[src/rtl/spi_ram_pkg.sv]
// Shared constants and FSM encoding for the host-side SPI RAM link.
package spi_ram_pkg;

   localparam logic [1:0] CMD_WR_ADDR = 2'b00;
   localparam logic [1:0] CMD_WR_DATA = 2'b01;
   localparam logic [1:0] CMD_RD_ADDR = 2'b10;
   localparam logic [1:0] CMD_RD_DATA = 2'b11;

   localparam int unsigned FRAME_BITS = 10;
   localparam int unsigned RX_BITS    = 8;

   typedef enum logic [2:0] {
      StIdle,
      StTx1,
      StGap,
      StTx2,
      StTurn,
      StRx,
      StDone
   } state_e;

endpackage

[src/rtl/spi_sclk_gen.sv]
// SCLK divider: toggles every CLK_DIV cycles while enabled, phase reset when disabled.
// rise/fall strobe in the cycle whose closing edge moves sclk.
module spi_sclk_gen #(
   parameter int unsigned CLK_DIV = 2
) (
   input  logic clk,
   input  logic rst,
   input  logic en,
   output logic sclk,
   output logic rise,
   output logic fall
);

   localparam int unsigned DivW = $clog2(CLK_DIV) + 1;
   localparam logic [DivW-1:0] DivLast = DivW'(CLK_DIV - 1);

   logic [DivW-1:0] cnt_q;
   logic            sclk_q;
   logic            tick;

   assign tick = en && (cnt_q == DivLast);
   assign rise = tick && !sclk_q;
   assign fall = tick && sclk_q;
   assign sclk = sclk_q;

   always_ff @(posedge clk or posedge rst) begin
      if (rst) begin
         cnt_q  <= '0;
         sclk_q <= 1'b0;
      end else if (!en) begin
         cnt_q  <= '0;
         sclk_q <= 1'b0;
      end else if (tick) begin
         cnt_q  <= '0;
         sclk_q <= ~sclk_q;
      end else begin
         cnt_q  <= cnt_q + 1'b1;
      end
   end

endmodule

[src/rtl/spi_ram_master.sv]
// Host-side SPI master: turns single read/write requests into two command frames
// on MOSI and, for reads, collects the RAM word from MISO.
module spi_ram_master
   import spi_ram_pkg::*;
#(
   parameter int unsigned CLK_DIV     = 2,
   parameter int unsigned ADDR_SIZE   = 8,
   parameter int unsigned TURN_CYCLES = 2
) (
   input  logic                 clk,
   input  logic                 rst,
   input  logic                 req_valid,
   output logic                 req_ready,
   input  logic                 req_write,
   input  logic [ADDR_SIZE-1:0] req_addr,
   input  logic [ADDR_SIZE-1:0] req_wdata,
   output logic                 rsp_valid,
   output logic [ADDR_SIZE-1:0] rsp_data,
   output logic                 sclk,
   output logic                 ss_n,
   output logic                 mosi,
   input  logic                 miso
);

   localparam int unsigned FrameW = ADDR_SIZE + (FRAME_BITS - RX_BITS);
   localparam logic [7:0]  TxLast   = 8'(FrameW - 1);
   localparam logic [7:0]  RxLast   = 8'(ADDR_SIZE - 1);
   localparam logic [7:0]  TurnLast = 8'(TURN_CYCLES - 1);
   // GAP holds 2N-1 cycles; the frame-start cycle in TX2 completes the 2N-cycle gap.
   localparam logic [15:0] GapLast  = 16'(2 * CLK_DIV - 2);

   state_e                 state_q;
   logic                   write_q;
   logic [ADDR_SIZE-1:0]   wdata_q;
   logic [FrameW-1:0]      tx_sr_q;
   logic [ADDR_SIZE-1:0]   rx_sr_q;
   logic [7:0]             bit_q;
   logic [15:0]            gap_q;
   logic                   ss_n_q;
   logic                   mosi_q;
   logic                   ready_q;
   logic                   rsp_valid_q;
   logic [ADDR_SIZE-1:0]   rsp_data_q;
   logic                   sclk_rise;
   logic                   sclk_fall;

   spi_sclk_gen #(
      .CLK_DIV (CLK_DIV)
   ) u_sclk_gen (
      .clk  (clk),
      .rst  (rst),
      .en   (!ss_n_q),
      .sclk (sclk),
      .rise (sclk_rise),
      .fall (sclk_fall)
   );

   assign req_ready = ready_q;
   assign rsp_valid = rsp_valid_q;
   assign rsp_data  = rsp_data_q;
   assign ss_n      = ss_n_q;
   assign mosi      = mosi_q;

   always_ff @(posedge clk or posedge rst) begin
      if (rst) begin
         state_q     <= StIdle;
         write_q     <= 1'b0;
         wdata_q     <= '0;
         tx_sr_q     <= '0;
         rx_sr_q     <= '0;
         bit_q       <= '0;
         gap_q       <= '0;
         ss_n_q      <= 1'b1;
         mosi_q      <= 1'b0;
         ready_q     <= 1'b0;
         rsp_valid_q <= 1'b0;
         rsp_data_q  <= '0;
      end else begin
         rsp_valid_q <= 1'b0;
         unique case (state_q)
            StIdle: begin
               ready_q <= 1'b1;
               if (req_valid && ready_q) begin
                  ready_q <= 1'b0;
                  write_q <= req_write;
                  wdata_q <= req_wdata;
                  tx_sr_q <= {(req_write ? CMD_WR_ADDR : CMD_RD_ADDR), req_addr};
                  state_q <= StTx1;
               end
            end
            StTx1, StTx2: begin
               if (ss_n_q) begin
                  // First cycle of a frame: drop select, present the MSB.
                  ss_n_q <= 1'b0;
                  mosi_q <= tx_sr_q[FrameW-1];
                  bit_q  <= '0;
               end else if (sclk_fall) begin
                  if (bit_q == TxLast) begin
                     bit_q  <= '0;
                     mosi_q <= 1'b0;
                     if (state_q == StTx1) begin
                        ss_n_q  <= 1'b1;
                        gap_q   <= '0;
                        tx_sr_q <= {(write_q ? CMD_WR_DATA : CMD_RD_DATA),
                                    (write_q ? wdata_q : {ADDR_SIZE{1'b0}})};
                        state_q <= StGap;
                     end else if (write_q) begin
                        ss_n_q      <= 1'b1;
                        rsp_valid_q <= 1'b1;
                        rsp_data_q  <= '0;
                        state_q     <= StDone;
                     end else begin
                        state_q <= (TURN_CYCLES == 0) ? StRx : StTurn;
                     end
                  end else begin
                     bit_q   <= bit_q + 8'd1;
                     tx_sr_q <= tx_sr_q << 1;
                     mosi_q  <= tx_sr_q[FrameW-2];
                  end
               end
            end
            StGap: begin
               if (gap_q == GapLast) begin
                  state_q <= StTx2;
               end else begin
                  gap_q <= gap_q + 16'd1;
               end
            end
            StTurn: begin
               if (sclk_fall) begin
                  if (bit_q == TurnLast) begin
                     bit_q   <= '0;
                     state_q <= StRx;
                  end else begin
                     bit_q <= bit_q + 8'd1;
                  end
               end
            end
            StRx: begin
               if (sclk_rise) begin
                  rx_sr_q <= {rx_sr_q[ADDR_SIZE-2:0], miso};
               end
               if (sclk_fall) begin
                  if (bit_q == RxLast) begin
                     ss_n_q      <= 1'b1;
                     rsp_valid_q <= 1'b1;
                     rsp_data_q  <= rx_sr_q;
                     state_q     <= StDone;
                  end else begin
                     bit_q <= bit_q + 8'd1;
                  end
               end
            end
            StDone: begin
               ready_q <= 1'b1;
               state_q <= StIdle;
            end
            default: state_q <= StIdle;
         endcase
      end
   end

endmodule

[config.mk]
export PLATFORM = sky130hd
export DESIGN_NAME = spi_ram_master
export DESIGN_NICKNAME = d
export VERILOG_FILES = /design/src/rtl/spi_ram_pkg.sv /design/src/rtl/spi_sclk_gen.sv /design/src/rtl/spi_ram_master.sv
export SDC_FILE = /design/constraint.sdc
export NUM_CORES = 1
export LEC_CHECK = 0
export CORE_UTILIZATION = 52
export CTS_CLUSTER_SIZE = 12
export DETAILED_ROUTE_END_ITERATION = 8
export PLACE_DENSITY = 0.83
export SLEW_MARGIN = 20
export SYNTH_ARGS = -nofsm -noshare
export SYNTH_HDL_FRONTEND = slang
export SYNTH_SLANG_ARGS = --single-unit
[constraint.sdc]
create_clock -name clk -period 2.2 [get_ports clk]
set_input_delay 0.44 -clock clk [delete_from_list [all_inputs] [get_ports clk]]
set_output_delay 0.44 -clock clk [all_outputs]
set_load 0.1 [all_outputs]
==> qor.csv <==
stage;metric;value;unit
synthesis;synth_area;3570;um^2
detailed_routing;ant_nets;0;
timing;slew_headroom;62.1;%
grt;grt_pass1_vias;2932;
placed_design;hpwl;5520;um
floorplan;std_cell_rows;29;
synthesis;synthTopCellsByArea;dfrtp_1, mux2_2, nor2_1;
outcome;violations;design-rule violations;
timing;finalHoldViolCount;0;
clock_tree;cts-root-buf;clkbuf_8;
synthesis;yosys_warnings;0;
detailed_routing;drc_errors;1;
detailed_routing;routed_via_density;6.03;
placed_design;port_buffers;33;
synthesis;yosysSeqAreaShare;48.3;%
synthesis;ys_seq_elements;69;
grt;grt_usage;24.1;%
synthesis;ys_async_sr_fraction;100;%
cells_and_area;most-common-layout-cells;dfrtp_1, nor2_1, buf_4, mux2_2, nand3_1;
floorplan;initial_core_util;55.0;%
cells_and_area;antennaDiodeCount;0;
floorplan;die_w;84.9;um
detailed_routing;met1Wirelength;3350;um
worst_setup_path;timing.rr.start;bit_q[5]$_DFFE_PP0P_;
detailed_routing;drt_iter0_markers;199;
synthesis;synth_edf_count;0;
grt;antenna_found_initial;0;
clock_tree;clk_latency;0.35;ns
clock_tree;cts.path.max_buffers;2;
timing;worst_pin_slew;0.567;ns
worst_setup_path;reg2reg_slack;0.07;ns
detailed_routing;firstDrtPassIters;7;
outcome;status;finished with violations;
synthesis;synth.avg_cell_area;10.1;um^2
detailed_routing;drt_wl_total;7880;um
timing;rsz0062_at_grt;no;
synthesis;synth_cells;353;
synthesis;netlist.area_leader.share;47.6;%
worst_setup_path;cp_num_buf_inv;1;
worst_setup_path;worstPathArrival;2.39;ns
synthesis;syn_nets;378;
detailed_routing;avgRoutedWirePerCell;16.5;um
cells_and_area;drive_gt1_share;22.5;%
timing;clock-skew-final;0.00823;ns
timing;finalHoldWorstSlack;0.414;ns
floorplan;pin_count;34;
timing;drv_slew;0;
hold_path;hold_class;in -> async;
floorplan;die_h;84.9;um
synthesis;ys.flop_type;dfrtp_1;
floorplan;core;6490;um^2
worst_setup_path;crit_type;reg -> reg;
clock_tree;cts.clk_slew.worst_paths;0.07;ns
worst_setup_path;path_delay_family;compound AO/OA/AOI/OAI gates;
timing;fin_crit;2.13;ns
worst_setup_path;cp-end-kind;flop;
clock_tree;numCtsBuffers;9;
placed_design;dp_slack;0.0503;ns
pwr;powerDensity;1420;nW/um^2
flow_run;drv_cap;0;
cells_and_area;design_area;4270;um^2
timing;fin_crit_sh;97.0;%
cells_and_area;syn_to_final_growth;19.6;%
clock_tree;cts.sinks;69;
cells_and_area;final_common_cell;dfrtp_1;
synthesis;ys_types;57;
timing;setup_slack;0.0652;ns
grt;grt_first_pass_wirelength;13500;um
placed_design;place.gp.congestion;0.992;
worst_setup_path;startpoint_type;flop;
worst_setup_path;required;2.46;ns
worst_setup_path;max_stage_delay;0.61;ns
worst_setup_path;r2r-end;state_q[1]$_DFFE_PP0P_;
synthesis;synth_area_leader_cell;dfrtp_1;
floorplan;dieArea;7210;um^2
worst_setup_path;worst-r2r-cell-count;6;
pwr;ir_drop;1170;uV
worst_setup_path;crit_chain;or4_4 > buf_4 > o21ai_0 > a21oi_1 > a211o_1 > o31ai_1;
cells_and_area;final_nets;420;
clock_tree;cts_tree;built;
timing;setup-violations-final;0;
pwr;power_leakage;1.86;nW
detailed_routing;met2_length;4010;um
placed_design;place_area;4040;um^2
clock_tree;ctsHoldBuffers;0;
worst_setup_path;slowest_stage;or4_4;
worst_setup_path;crit_fanout;10;
detailed_routing;vias;2877;
detailed_routing;wl_met3;392;um
grt;overflow;0;
detailed_routing;highest_layer;met4;
grt;grt_max_degree;28;
clock_tree;h-tree-depth;3;
timing;fmax;0.468;GHz
==> registers in the layout, summed over array words and instances, names as in the netlist <==
name              cells
bit_q                 8
gap_q                16
mosi                  1
req_ready             1
rsp_data              8
rsp_valid             1
rx_sr_q               8
ss_n                  1
state_q               3
tx_sr_q              10
u_sclk_gen.cnt_q      2
u_sclk_gen.sclk       1
wdata_q               8
write_q               1
==> cell usage after synthesis, drive strengths merged (2+ instances only) <==
| library cell | instances |
|---|---|
| clkbuf | 12 |
| mux2i | 2 |
| nand2b | 5 |
| or4 | 2 |
| nand3 | 22 |
| o41ai | 2 |
| mux2 | 24 |
| a21oi | 10 |
| nand4 | 16 |
| nand2 | 20 |
| a21bo | 8 |
| o31ai | 5 |
| a21o | 5 |
| nor4b | 2 |
| dfrtp | 68 |
| a211oi | 3 |
| nand3b | 4 |
| nor3 | 4 |
| and4 | 2 |
| nor2 | 36 |
| buf | 8 |
| a31oi | 9 |
| inv | 12 |
| ha | 4 |
| xnor2 | 4 |
| o311ai | 2 |
| nor4 | 4 |
| and3 | 5 |
| nor2b | 4 |
| o21ai | 21 |
| xor2 | 10 |
==> how the worst max path moves through the flow <==
stage	from	endpoint	slack (ns)	depth (start not counted)
floorplan	rst	u_sclk_gen.sclk$_DFFE_PP0P_	-0.13	1
global placement	bit_q[5]$_DFFE_PP0P_	bit_q[2]$_DFFE_PP0P_	0.11	6
detailed placement	bit_q[5]$_DFFE_PP0P_	bit_q[2]$_DFFE_PP0P_	0.05	6
CTS	bit_q[5]$_DFFE_PP0P_	bit_q[2]$_DFFE_PP0P_	0.03	6
global route	bit_q[5]$_DFFE_PP0P_	bit_q[2]$_DFFE_PP0P_	0.008	6
finish	bit_q[5]$_DFFE_PP0P_	state_q[1]$_DFFE_PP0P_	0.07	6
==> kinds of logic (layout without fill, tap and decap cells) <==
family,count (synthesis),after routing,share of synthesized area (%)
AO/OA/AOI/OAI,77,77,15.1
buffers and inverters,32,79,4.13
adder cells (fa/ha/maj),4,4,1.40
flip-flops,69,69,48.3
AND/OR/NAND/NOR,131,131,19.5
multiplexers,26,26,8.12
XOR/XNOR,14,14,3.43
==> power breakdown <==
| part | switching, mW | internal (mW) | total, mW |
|---|---|---|---|
| Sequential | 0.380 | 1.70 | 2.08 |
| Combinational | 1.82 | 1.02 | 2.84 |
| Clock | 0.489 | 0.671 | 1.16 |
| Total | 2.69 | 3.39 | 6.08 |
==> layer usage <==
| metal | up-vias | global-route usage, % |
|---|---|---|
| met2 | 86 | 40.0 |
| li1 | 1362 | - |
| met5 | - | 0 |
| met1 | 1416 | 29.9 |
| met3 | 13 | 5.93 |
| met4 | 0 | 11.1 |
==> area by class of cell <==
type	instances	area, um^2
Clock buffer	11	141
Multi-Input combinational cell	252	1710
Timing Repair Buffer	51	470
Fill cell	472	2220
Tap cell	77	96.3
Inverter	12	45.0
Sequential cell	69	1730
Clock inverter	5	83.8
==> timing repair <==
item / CTS / global route
buffers inserted: 0 / 0
endpoints found under the setup margin: 0 / 10
resized for setup: 0 / 3
==> per-stage QoR <==
step | total power, mW | setup TNS (ns) | cells | utilization, %
finish | 6.08 | 0 | 477 | 65.8
global route | 6.41 | 0 | 477 | 65.8
CTS | 6.07 | 0 | 477 | 65.7
detailed placement | 4.89 | 0 | 461 | 62.2
global placement | 4.79 | 0 | 461 | 62.2
floorplan | 4.19 | -0.132 | 353 | -
No activity file was read; power rests on OpenSTA's default activity.
